===== config.mk =====
export PLATFORM = sky130hd
export DESIGN_NAME = pc_sched_flat
export DESIGN_NICKNAME = d
export VERILOG_FILES = /design/src/rtl/pc_sched_pkg.sv /design/src/rtl/pc_sched_if.sv /design/src/rtl/pc_redir_pri.sv /design/src/rtl/pc_sched.sv /design/src/flat_wrapper.sv
export SDC_FILE = /design/constraint.sdc
export NUM_CORES = 1
export LEC_CHECK = 0
export BUFFER_PORTS_ARGS = -buffer_cell sky130_fd_sc_hd__buf_2
export CAP_MARGIN = 20
export CORE_MARGIN = 3
export CORE_UTILIZATION = 52
export CTS_CLUSTER_DIAMETER = 100
export CTS_CLUSTER_SIZE = 10
export DETAILED_ROUTE_END_ITERATION = 7
export PLACE_DENSITY = 0.84
export SYNTH_ARGS = -nofsm -noshare
export SYNTH_HDL_FRONTEND = slang
export SYNTH_SLANG_ARGS = --single-unit
export TNS_END_PERCENT = 100

===== constraint.sdc =====
create_clock -name clk -period 2.3 [get_ports clk]
set_input_delay 0.23 -clock clk [delete_from_list [all_inputs] [get_ports clk]]
set_output_delay 0.23 -clock clk [all_outputs]
set_load 0.01 [all_outputs]

===== src/rtl/pc_sched_pkg.sv =====
// Shared fetch-scheduler definitions: FSM encodings, PC geometry defaults,
// enable levels and the redirect-source priority encoding.
package pc_sched_pkg;

  localparam int unsigned PC_LENGTH = 32;
  localparam int unsigned PC_STEP   = 4;

  localparam logic ENABLE  = 1'b1;
  localparam logic DISABLE = 1'b0;

  typedef enum logic [1:0] {
    StBoot,
    StRun,
    StStall,
    StPend
  } state_e;

  // Encoded so that a larger value is a higher-priority redirect source.
  typedef enum logic [1:0] {
    SrcNone = 2'd0,
    SrcJ    = 2'd1,
    SrcBr   = 2'd2,
    SrcExc  = 2'd3
  } redir_src_e;

endpackage


===== src/rtl/pc_sched_if.sv =====
// Fetch-scheduler bus: hazard/redirect requests in, fetch address out.
// alignErr exists only when PC_SCHED_ALIGN_CHK_EN is defined.
interface pc_sched_if #(
  parameter int unsigned PC_LENGTH = pc_sched_pkg::PC_LENGTH
);

  logic                 stall;
  logic                 excCe;
  logic [PC_LENGTH-1:0] excAddr;
  logic                 brCe;
  logic [PC_LENGTH-1:0] brAddr;
  logic                 jCe;
  logic [PC_LENGTH-1:0] jAddr;
  logic [PC_LENGTH-1:0] pc;
  logic                 romCe;
  logic                 flush;
`ifdef PC_SCHED_ALIGN_CHK_EN
  logic                 alignErr;

  modport master (
    output stall, excCe, excAddr, brCe, brAddr, jCe, jAddr,
    input  pc, romCe, flush, alignErr
  );

  modport slave (
    input  stall, excCe, excAddr, brCe, brAddr, jCe, jAddr,
    output pc, romCe, flush, alignErr
  );
`else
  modport master (
    output stall, excCe, excAddr, brCe, brAddr, jCe, jAddr,
    input  pc, romCe, flush
  );

  modport slave (
    input  stall, excCe, excAddr, brCe, brAddr, jCe, jAddr,
    output pc, romCe, flush
  );
`endif

endinterface


===== src/rtl/pc_redir_pri.sv =====
// Combinational redirect arbiter: exception > branch > jump; losers dropped.
module pc_redir_pri #(
  parameter int unsigned PC_LENGTH = 32
) (
  input  logic                 excCe,
  input  logic [PC_LENGTH-1:0] excAddr,
  input  logic                 brCe,
  input  logic [PC_LENGTH-1:0] brAddr,
  input  logic                 jCe,
  input  logic [PC_LENGTH-1:0] jAddr,
  output logic                 valid,
  output logic [PC_LENGTH-1:0] target
);
  import pc_sched_pkg::*;

  redir_src_e src;

  // Pick the highest-priority active request.
  always_comb begin
    src = SrcNone;
    if (excCe) begin
      src = SrcExc;
    end else if (brCe) begin
      src = SrcBr;
    end else if (jCe) begin
      src = SrcJ;
    end
  end

  // Route the winner's target.
  always_comb begin
    valid  = (src != SrcNone);
    target = '0;
    unique case (src)
      SrcExc:  target = excAddr;
      SrcBr:   target = brAddr;
      SrcJ:    target = jAddr;
      SrcNone: target = '0;
    endcase
  end

endmodule


===== src/rtl/pc_sched.sv =====
// PC scheduler: sequential fetch, stall freeze, prioritised redirects with a
// pending target held across stalls. Optional misaligned-target rejection is
// built when PC_SCHED_ALIGN_CHK_EN is defined.
module pc_sched #(
  parameter int unsigned          PC_LENGTH = pc_sched_pkg::PC_LENGTH,
  parameter int unsigned          PC_STEP   = pc_sched_pkg::PC_STEP,
  parameter logic [PC_LENGTH-1:0] RESET_PC  = '0
) (
  input logic       clk,
  input logic       rst,
  pc_sched_if.slave bus
);
  import pc_sched_pkg::*;

  localparam logic [PC_LENGTH-1:0] Step = PC_LENGTH'(PC_STEP);

  state_e               state;
  logic [PC_LENGTH-1:0] pend_addr;
  logic                 win_valid;
  logic [PC_LENGTH-1:0] win_target;
  logic                 redir;

  pc_redir_pri #(
    .PC_LENGTH (PC_LENGTH)
  ) u_redir_pri (
    .excCe   (bus.excCe),
    .excAddr (bus.excAddr),
    .brCe    (bus.brCe),
    .brAddr  (bus.brAddr),
    .jCe     (bus.jCe),
    .jAddr   (bus.jAddr),
    .valid   (win_valid),
    .target  (win_target)
  );

`ifdef PC_SCHED_ALIGN_CHK_EN
  logic misalign;

  // A misaligned winner is treated as no redirect at all.
  always_comb begin
    misalign = win_valid && ((win_target % Step) != '0);
    redir    = win_valid && !misalign;
  end
`else
  // Every winning target is accepted as-is.
  always_comb begin
    redir = win_valid;
  end
`endif

  // Fetch FSM with registered pc/romCe/flush outputs.
  always_ff @(posedge clk) begin
    if (rst) begin
      state       <= StBoot;
      bus.pc      <= RESET_PC;
      bus.romCe   <= DISABLE;
      bus.flush   <= DISABLE;
      pend_addr   <= '0;
`ifdef PC_SCHED_ALIGN_CHK_EN
      bus.alignErr <= DISABLE;
`endif
    end else begin
      bus.flush <= DISABLE;
      unique case (state)
        StBoot: begin
          state     <= StRun;
          bus.romCe <= ENABLE;
        end
        StRun, StStall: begin
          if (redir && bus.stall) begin
            pend_addr <= win_target;
            bus.flush <= ENABLE;
            state     <= StPend;
          end else if (redir) begin
            bus.pc    <= win_target;
            bus.flush <= ENABLE;
            state     <= StRun;
          end else if (bus.stall) begin
            state <= StStall;
          end else begin
            bus.pc <= bus.pc + Step;
            state  <= StRun;
          end
        end
        StPend: begin
          if (bus.stall) begin
            // A newer redirect replaces the held target.
            if (redir) begin
              pend_addr <= win_target;
              bus.flush <= ENABLE;
            end
          end else begin
            bus.pc    <= redir ? win_target : pend_addr;
            bus.flush <= redir;
            state     <= StRun;
          end
        end
        default: state <= StBoot;
      endcase
`ifdef PC_SCHED_ALIGN_CHK_EN
      // Inputs are ignored while booting.
      bus.alignErr <= misalign && (state != StBoot);
`endif
    end
  end

endmodule


===== src/flat_wrapper.sv =====
// flat-port wrapper written by rule: the top's interface ports become plain ports
module pc_sched_flat import pc_sched_pkg::*;
#(
  parameter int unsigned          PC_LENGTH = pc_sched_pkg::PC_LENGTH,
  parameter int unsigned          PC_STEP   = pc_sched_pkg::PC_STEP,
  parameter logic [PC_LENGTH-1:0] RESET_PC  = '0
)
  (clk, rst, bus_stall, bus_excCe, bus_excAddr, bus_brCe, bus_brAddr, bus_jCe, bus_jAddr, bus_pc, bus_romCe, bus_flush);
  pc_sched_if #(.PC_LENGTH(PC_LENGTH)) bus_i ();
  input logic clk;
  input logic rst;
  input wire logic [$bits(bus_i.stall)-1:0] bus_stall;
  input wire logic [$bits(bus_i.excCe)-1:0] bus_excCe;
  input wire logic [$bits(bus_i.excAddr)-1:0] bus_excAddr;
  input wire logic [$bits(bus_i.brCe)-1:0] bus_brCe;
  input wire logic [$bits(bus_i.brAddr)-1:0] bus_brAddr;
  input wire logic [$bits(bus_i.jCe)-1:0] bus_jCe;
  input wire logic [$bits(bus_i.jAddr)-1:0] bus_jAddr;
  output wire logic [$bits(bus_i.pc)-1:0] bus_pc;
  output wire logic [$bits(bus_i.romCe)-1:0] bus_romCe;
  output wire logic [$bits(bus_i.flush)-1:0] bus_flush;
  assign bus_i.stall = bus_stall;
  assign bus_i.excCe = bus_excCe;
  assign bus_i.excAddr = bus_excAddr;
  assign bus_i.brCe = bus_brCe;
  assign bus_i.brAddr = bus_brAddr;
  assign bus_i.jCe = bus_jCe;
  assign bus_i.jAddr = bus_jAddr;
  assign bus_pc = bus_i.pc;
  assign bus_romCe = bus_i.romCe;
  assign bus_flush = bus_i.flush;
  pc_sched #(.PC_LENGTH(PC_LENGTH), .PC_STEP(PC_STEP), .RESET_PC(RESET_PC)) u_core (.clk(clk), .rst(rst), .bus(bus_i));
endmodule

; ---- Yosys cells after proc, flatten, opt, wreduce, memory -nomap -nowiden
; Index checks and enable logic that the tools add are counted.
[totals]
reg_bits = 68
wordCells = 47
out_inout_bits = 34
[op_classes]
n_addsub = 1
n_reduce_logical = 8
n_mux = 22
eq_ne = 11
[ops]
columns = cell, count
row1 = $mux W32, 7
row2 = $pmux W32 S2, 2
row3 = $pmux W32 S4, 1
row4 = $add A32 B3 Y32 const B, 1
row5 = $mux W2, 6
row6 = $eq A2 B2 Y1 const B, 4
row7 = $ne A2 B2 Y1 const B, 3
row8 = $pmux W2 S3, 1
row9 = $eq A2 B1 Y1 const B, 2
row10 = $logic_not A2 Y1, 2
row11 = $mux W1, 4
row12 = $reduce_and A4 Y1, 1
row13 = $reduce_bool A2 Y1, 2
row14 = $ne A3 B2 Y1 const B, 1
row15 = $reduce_and A3 Y1, 1
row16 = $ne A2 B1 Y1 const B, 1
row17 = $pmux W1 S2, 1
row18 = $reduce_or A2 Y1, 1
row19 = $logic_and A1 B1 Y1, 1

; ---- Depth between registers and ports, before layout
[depth]
ltp_word = 8
ltp_mapped = 9
mapped_depth_nobuf = 7

; ---- Hierarchy
; Synthesis repeated with hierarchy kept, for this count alone.
[hier_totals]
cells_unflattened = 642
area_unflattened_um2 = 4474.3
[modules_own_cells]
columns = mod, instances, area_per_inst_um2, cells_each
row1 = pc_sched, 1, 3564.7, 495
row2 = pc_redir_pri, 1, 909.6, 147

; ---- Least setup slack after synthesis
; OpenSTA, ideal clock, no wires.
[synth_timing]
kind = register to register
startpoint = register u_core.state[0]
endpoint = register u_core.pend_addr[23]
arrival_time_ns = 1.906
required_ns = 2.172
synth_period_minus_slack_ns = 2.034
path_slack_ns = 0.266
n_path_buf = 2
path_stages_with_launch = 10
cell_sequence = dfxtp_1 > inv_1 > ha_1 > clkbuf_1 > o21ba_2 > a211oi_1 > o21ai_2 > clkbuf_1 > a22oi_1 > nor2_1
[synth_between]
elab_chain_cells = 4
word_cells_on_any_way = 9
[synth_lines]
columns = item, line_no
row1 = start: declaration, pc_sched.sv:17  ; state_e state;
row2 = start signal: assignment, pc_sched.sv:54  ; state <= StBoot;
row3 = start signal: assignment, pc_sched.sv:66  ; state <= StRun;
row4 = start signal: assignment, pc_sched.sv:73  ; state <= StPend;
row5 = $eq A2 B1 Y1 / $eq A2 B2 Y1 (equally long branches), pc_sched.sv:64  ; unique case (state)
row6 = $reduce_or A2 Y1, pc_sched.sv:64
row7 = $ne A2 B1 Y1 (no source line) / $reduce_bool A2 Y1 (equally long branches), -
row8 = $reduce_and A3 Y1 (no source line), -
row9 = end signal: assignment, pc_sched.sv:71  ; pend_addr <= win_target;
row10 = end signal: assignment, pc_sched.sv:89  ; pend_addr <= win_target;
row11 = end: declaration, pc_sched.sv:18  ; logic [PC_LENGTH-1:0] pend_addr;
; Several ways; a longest one is shown, not always the timed one.
; A chain may end at the register's enable or synchronous reset.

; ---- Worst setup path in the final report
[layout_timing]
startpoint = register u_core.state[0]
endpoint = register u_core.pend_addr[26]
; Same word-level chain as after synthesis.

==> flow_summary_export.csv <==
group,metric,value,unit
status,status,"finished clean",
place,place_area,5160,um^2
clocking,clock_latency,350,ps
timing,rsz0062_at_grt,"no",
pwr,net-switching-power,1.03,mW
critical_path,critical_path_arrival,2290,ps
pwr,power_frac_clock,34.2,%
layout,antennaDiodeCount,0,
route,drt.antenna.violating_nets,0,
floorplan,core.rowCount,32,
pwr,netSwitchingFraction,31.4,%
synth,synth-seq-cells,68,
pwr,finalPower,3.28,mW
layout,fin_area,5390,um^2
synth,yosys_warnings,0,
clocking,cts-root-to-sink-buffers,2,
floorplan,initial_core_utilization,54.7,%
synth,synth-compound-area-share,29.3,%
synth,synth_top_family_by_area,"simple AND/OR/NAND/NOR gates",
job,max_cap_violations,0,
min_path,worst_hold_stages,2,
grt,grt_antenna_before_repair,0,
clocking,cts.repair_timing.setup_buffer_count,0,
route,detailedRoute.firstIterationViolations,378,
pwr,leakage,2.27,nW
critical_path,worst-endpoint-required,2520,ps
grt,global_route.overflow_total,0,
synth,synthArstFlopShare,0,%
pwr,power.combinational.fraction,23.5,%
route,vias,4979,
layout,layout-drive-gt1-share,27.0,%
grt,grt_use_total,30.4,%
route,first_pass_iters,6,
floorplan,die_area,9430,um^2
place,detailed_place_hpwl,11.1,mm
pwr,ir_worst_vdd,0.000271,V
timing,min_period_over_period,89.8,%
place,dp_slack,231,ps
critical_path,crit_type,"reg2reg",
place,io_buffers,135,
synth,yosys.area_share.simple,29.6,%
timing,slew-limit-headroom,58.6,%
synth,synth_adder_area_share,1.16,%
clocking,clock-sinks,68,
synth,post_synth_num_cell_types,61,
floorplan,pin_count,136,
synth,seq_area_frac_synth,31.5,%
layout,final_nets,802,
grt,number_of_global_route_vias_before_repair,4711,
timing,finalWorstPathRequiredPeriod,2070,ps
pwr,power_frac_seq,42.3,%
timing,finClkSkew,11.5,ps
synth,mappedNetlistArea,4320,um^2
critical_path,startpoint_type,"register",
pwr,p_int,2.25,mW
critical_path,crit_path_max_fo,13,
clocking,cts.hold.buffers_added,0,
timing,timing.setup.tns,0,ps
floorplan,floorplan.core_area,7890,um^2
timing,timing.final.max_slew_violations,0,
critical_path,reg2regPathDepth,8,
timing,worst-slew-pin-transition,614,ps
route,route.final.wire_length,14.6,mm
synth,yosys_most_used_dff,"dfxtp_1",
timing,final_number_of_setup_violating_endpoints,0,
synth,synth.area.mux_share,0.927,%
grt,grt_max_degree,53,
synth,synth_area_in_xor_xnor,2.23,%
critical_path,endpoint_kind,"register",
floorplan,die_h,97.1,um
min_path,min_path_type,"in2reg",
route,detail_route.vias_per_cell,6.20,
route,avgRoutedWirePerCell,18.2,um
clocking,tritoncts,"yes",
clocking,clock_tree.htree_level_count,3,
clocking,post_cts.resized_instances,0,
clocking,clock-root-buffer,"clkbuf_8",
clocking,post_cts_clock_slew_at_the_launch_and_capture_registers_of_the_worst_setup_and_hold_paths,70,ps
synth,synthCells,571,
timing,timing.fmax,0.484,GHz
timing,setup_slack,234,ps
grt,grt_first_pass_wirelength,23.5,mm
synth,edff_count_synth,0,
route,post-route-drc-count,0,
synth,mappedNetlistNets,677,
place,gp_routability_congestion,0.910,
pwr,power_density,609,nW/um^2
clocking,cts_inserted_buffers,9,
timing,hold_viol_final,0,
synth,synthesis.area_per_instance,7.56,um^2
layout,area.growth.synth_to_final,24.8,%
floorplan,fp.dieW,97.1,um
placed cells by master (no fill, tap or decap), types with 5 or more instances in the layout:
cell | synthesis | final
xor2_1 | 6 | 6
nor2_1 | 80 | 80
dfxtp_1 | 68 | 68
nor3_1 | 14 | 14
a221oi_1 | 6 | 6
nor4_1 | 8 | 8
buf_4 | 0 | 22
nand4_1 | 9 | 9
nand2_1 | 51 | 51
nand3b_1 | 11 | 11
a21oi_1 | 48 | 48
nand3_1 | 15 | 15
inv_1 | 7 | 7
a211oi_1 | 22 | 21
and3b_1 | 21 | 21
o21ai_0 | 32 | 32
xnor2_1 | 5 | 5
a31oi_1 | 6 | 6
buf_2 | 14 | 135
or3_1 | 6 | 6
clkbuf_8 | 0 | 10
a22oi_1 | 28 | 28
flip-flops by register name, indices dropped and copies added (netlist names):
register / count
u_core.bus.pc: 32
u_core.pend_addr: 32
u_core.state: 2
u_core.bus.flush: 1
u_core.bus.romCe: 1
area by class of cell:
| type | instances | area, um^2 |
|---|---|---|
| Clock inverter | 6 | 86.3 |
| Inverter | 7 | 26.3 |
| Tap cell | 102 | 128 |
| Clock buffer | 10 | 138 |
| Timing Repair Buffer | 160 | 901 |
| Sequential cell | 68 | 1360 |
| Fill cell | 664 | 2500 |
| Multi-Input combinational cell | 450 | 2750 |
through the flow:
step | util, % | hold slack, ps | cells
2_1_floorplan | - | 322 | 571
3_3_place_gp | 65.4 | 443 | 786
3_5_place_dp | 65.4 | 449 | 786
4_1_cts | 68.2 | 182 | 802
5_1_grt | 68.3 | 207 | 803
6_report | 68.3 | 193 | 803
synth_stat cells, types with 5 or more instances:
library cell / instances / area (um^2)
nor2_1: 80 / 300
nand3_1: 15 / 75.1
a31oi_1: 6 / 37.5
xnor2_1: 5 / 43.8
a221oi_1: 6 / 52.6
xor2_1: 6 / 52.6
a21oi_1: 48 / 240
nand3b_1: 11 / 82.6
nor3_1: 14 / 70.1
buf_2: 14 / 70.1
a211oi_1: 22 / 165
and3b_1: 21 / 184
a22oi_1: 28 / 210
inv_1: 7 / 26.3
or3_1: 6 / 37.5
nand4_1: 9 / 56.3
nand2_1: 51 / 191
nor4_1: 8 / 50.1
clkbuf_1: 29 / 109
dfxtp_1: 68 / 1360
o21ai_0: 32 / 160
cells by family after synthesis:
| family | Yosys count |
|---|---|
| AND/OR/NAND/NOR | 242 |
| adder cells (fa/ha/maj) | 4 |
| AO/OA/AOI/OAI | 189 |
| buffers and inverters | 53 |
| XOR/XNOR | 11 |
| flip-flops | 68 |
| multiplexers | 4 |
path summary, 6_finish.rpt:
kind	from	endpoint	slack, ps
worst max-delay path	u_core.state[0]	u_core.pend_addr[26]	230
worst min-delay path	bus_stall	u_core.state[0]	190
worst max register to register	u_core.state[0]	u_core.pend_addr[26]	230
worst min register to register	u_core.pend_addr[19]	u_core.pend_addr[19]	460
critical path, cell delays in order, from the launching register on:
cell and delay [ps]:
dfxtp_1 370, inv_1 80, ha_1 310, o21ba_2 240, a211oi_4 250, o21ai_2 210, buf_4 260, a22oi_1 160
nor2_1 70
power groups by stage:
stage | sequential [mW] | combinational, mW | clock, mW
finish | 1.39 | 0.772 | 1.12
global route | 1.40 | 0.850 | 1.17
CTS | 1.38 | 0.764 | 1.13
detailed placement | 1.41 | 0.758 | 0
global placement | 1.40 | 0.736 | 0
floorplan | 1.41 | 0.443 | 0
metal layers:
metal / GRT usage (%) / up-vias / wire, um
li1: - / 2372 / -
met1: 41.7 / 2273 / 6250
met2: 47.7 / 293 / 6540
met3: 5.60 / 41 / 1410
met4: 11.3 / 0 / 400
met5: 0 / - / 0
(Power assumes the default switching activity.)
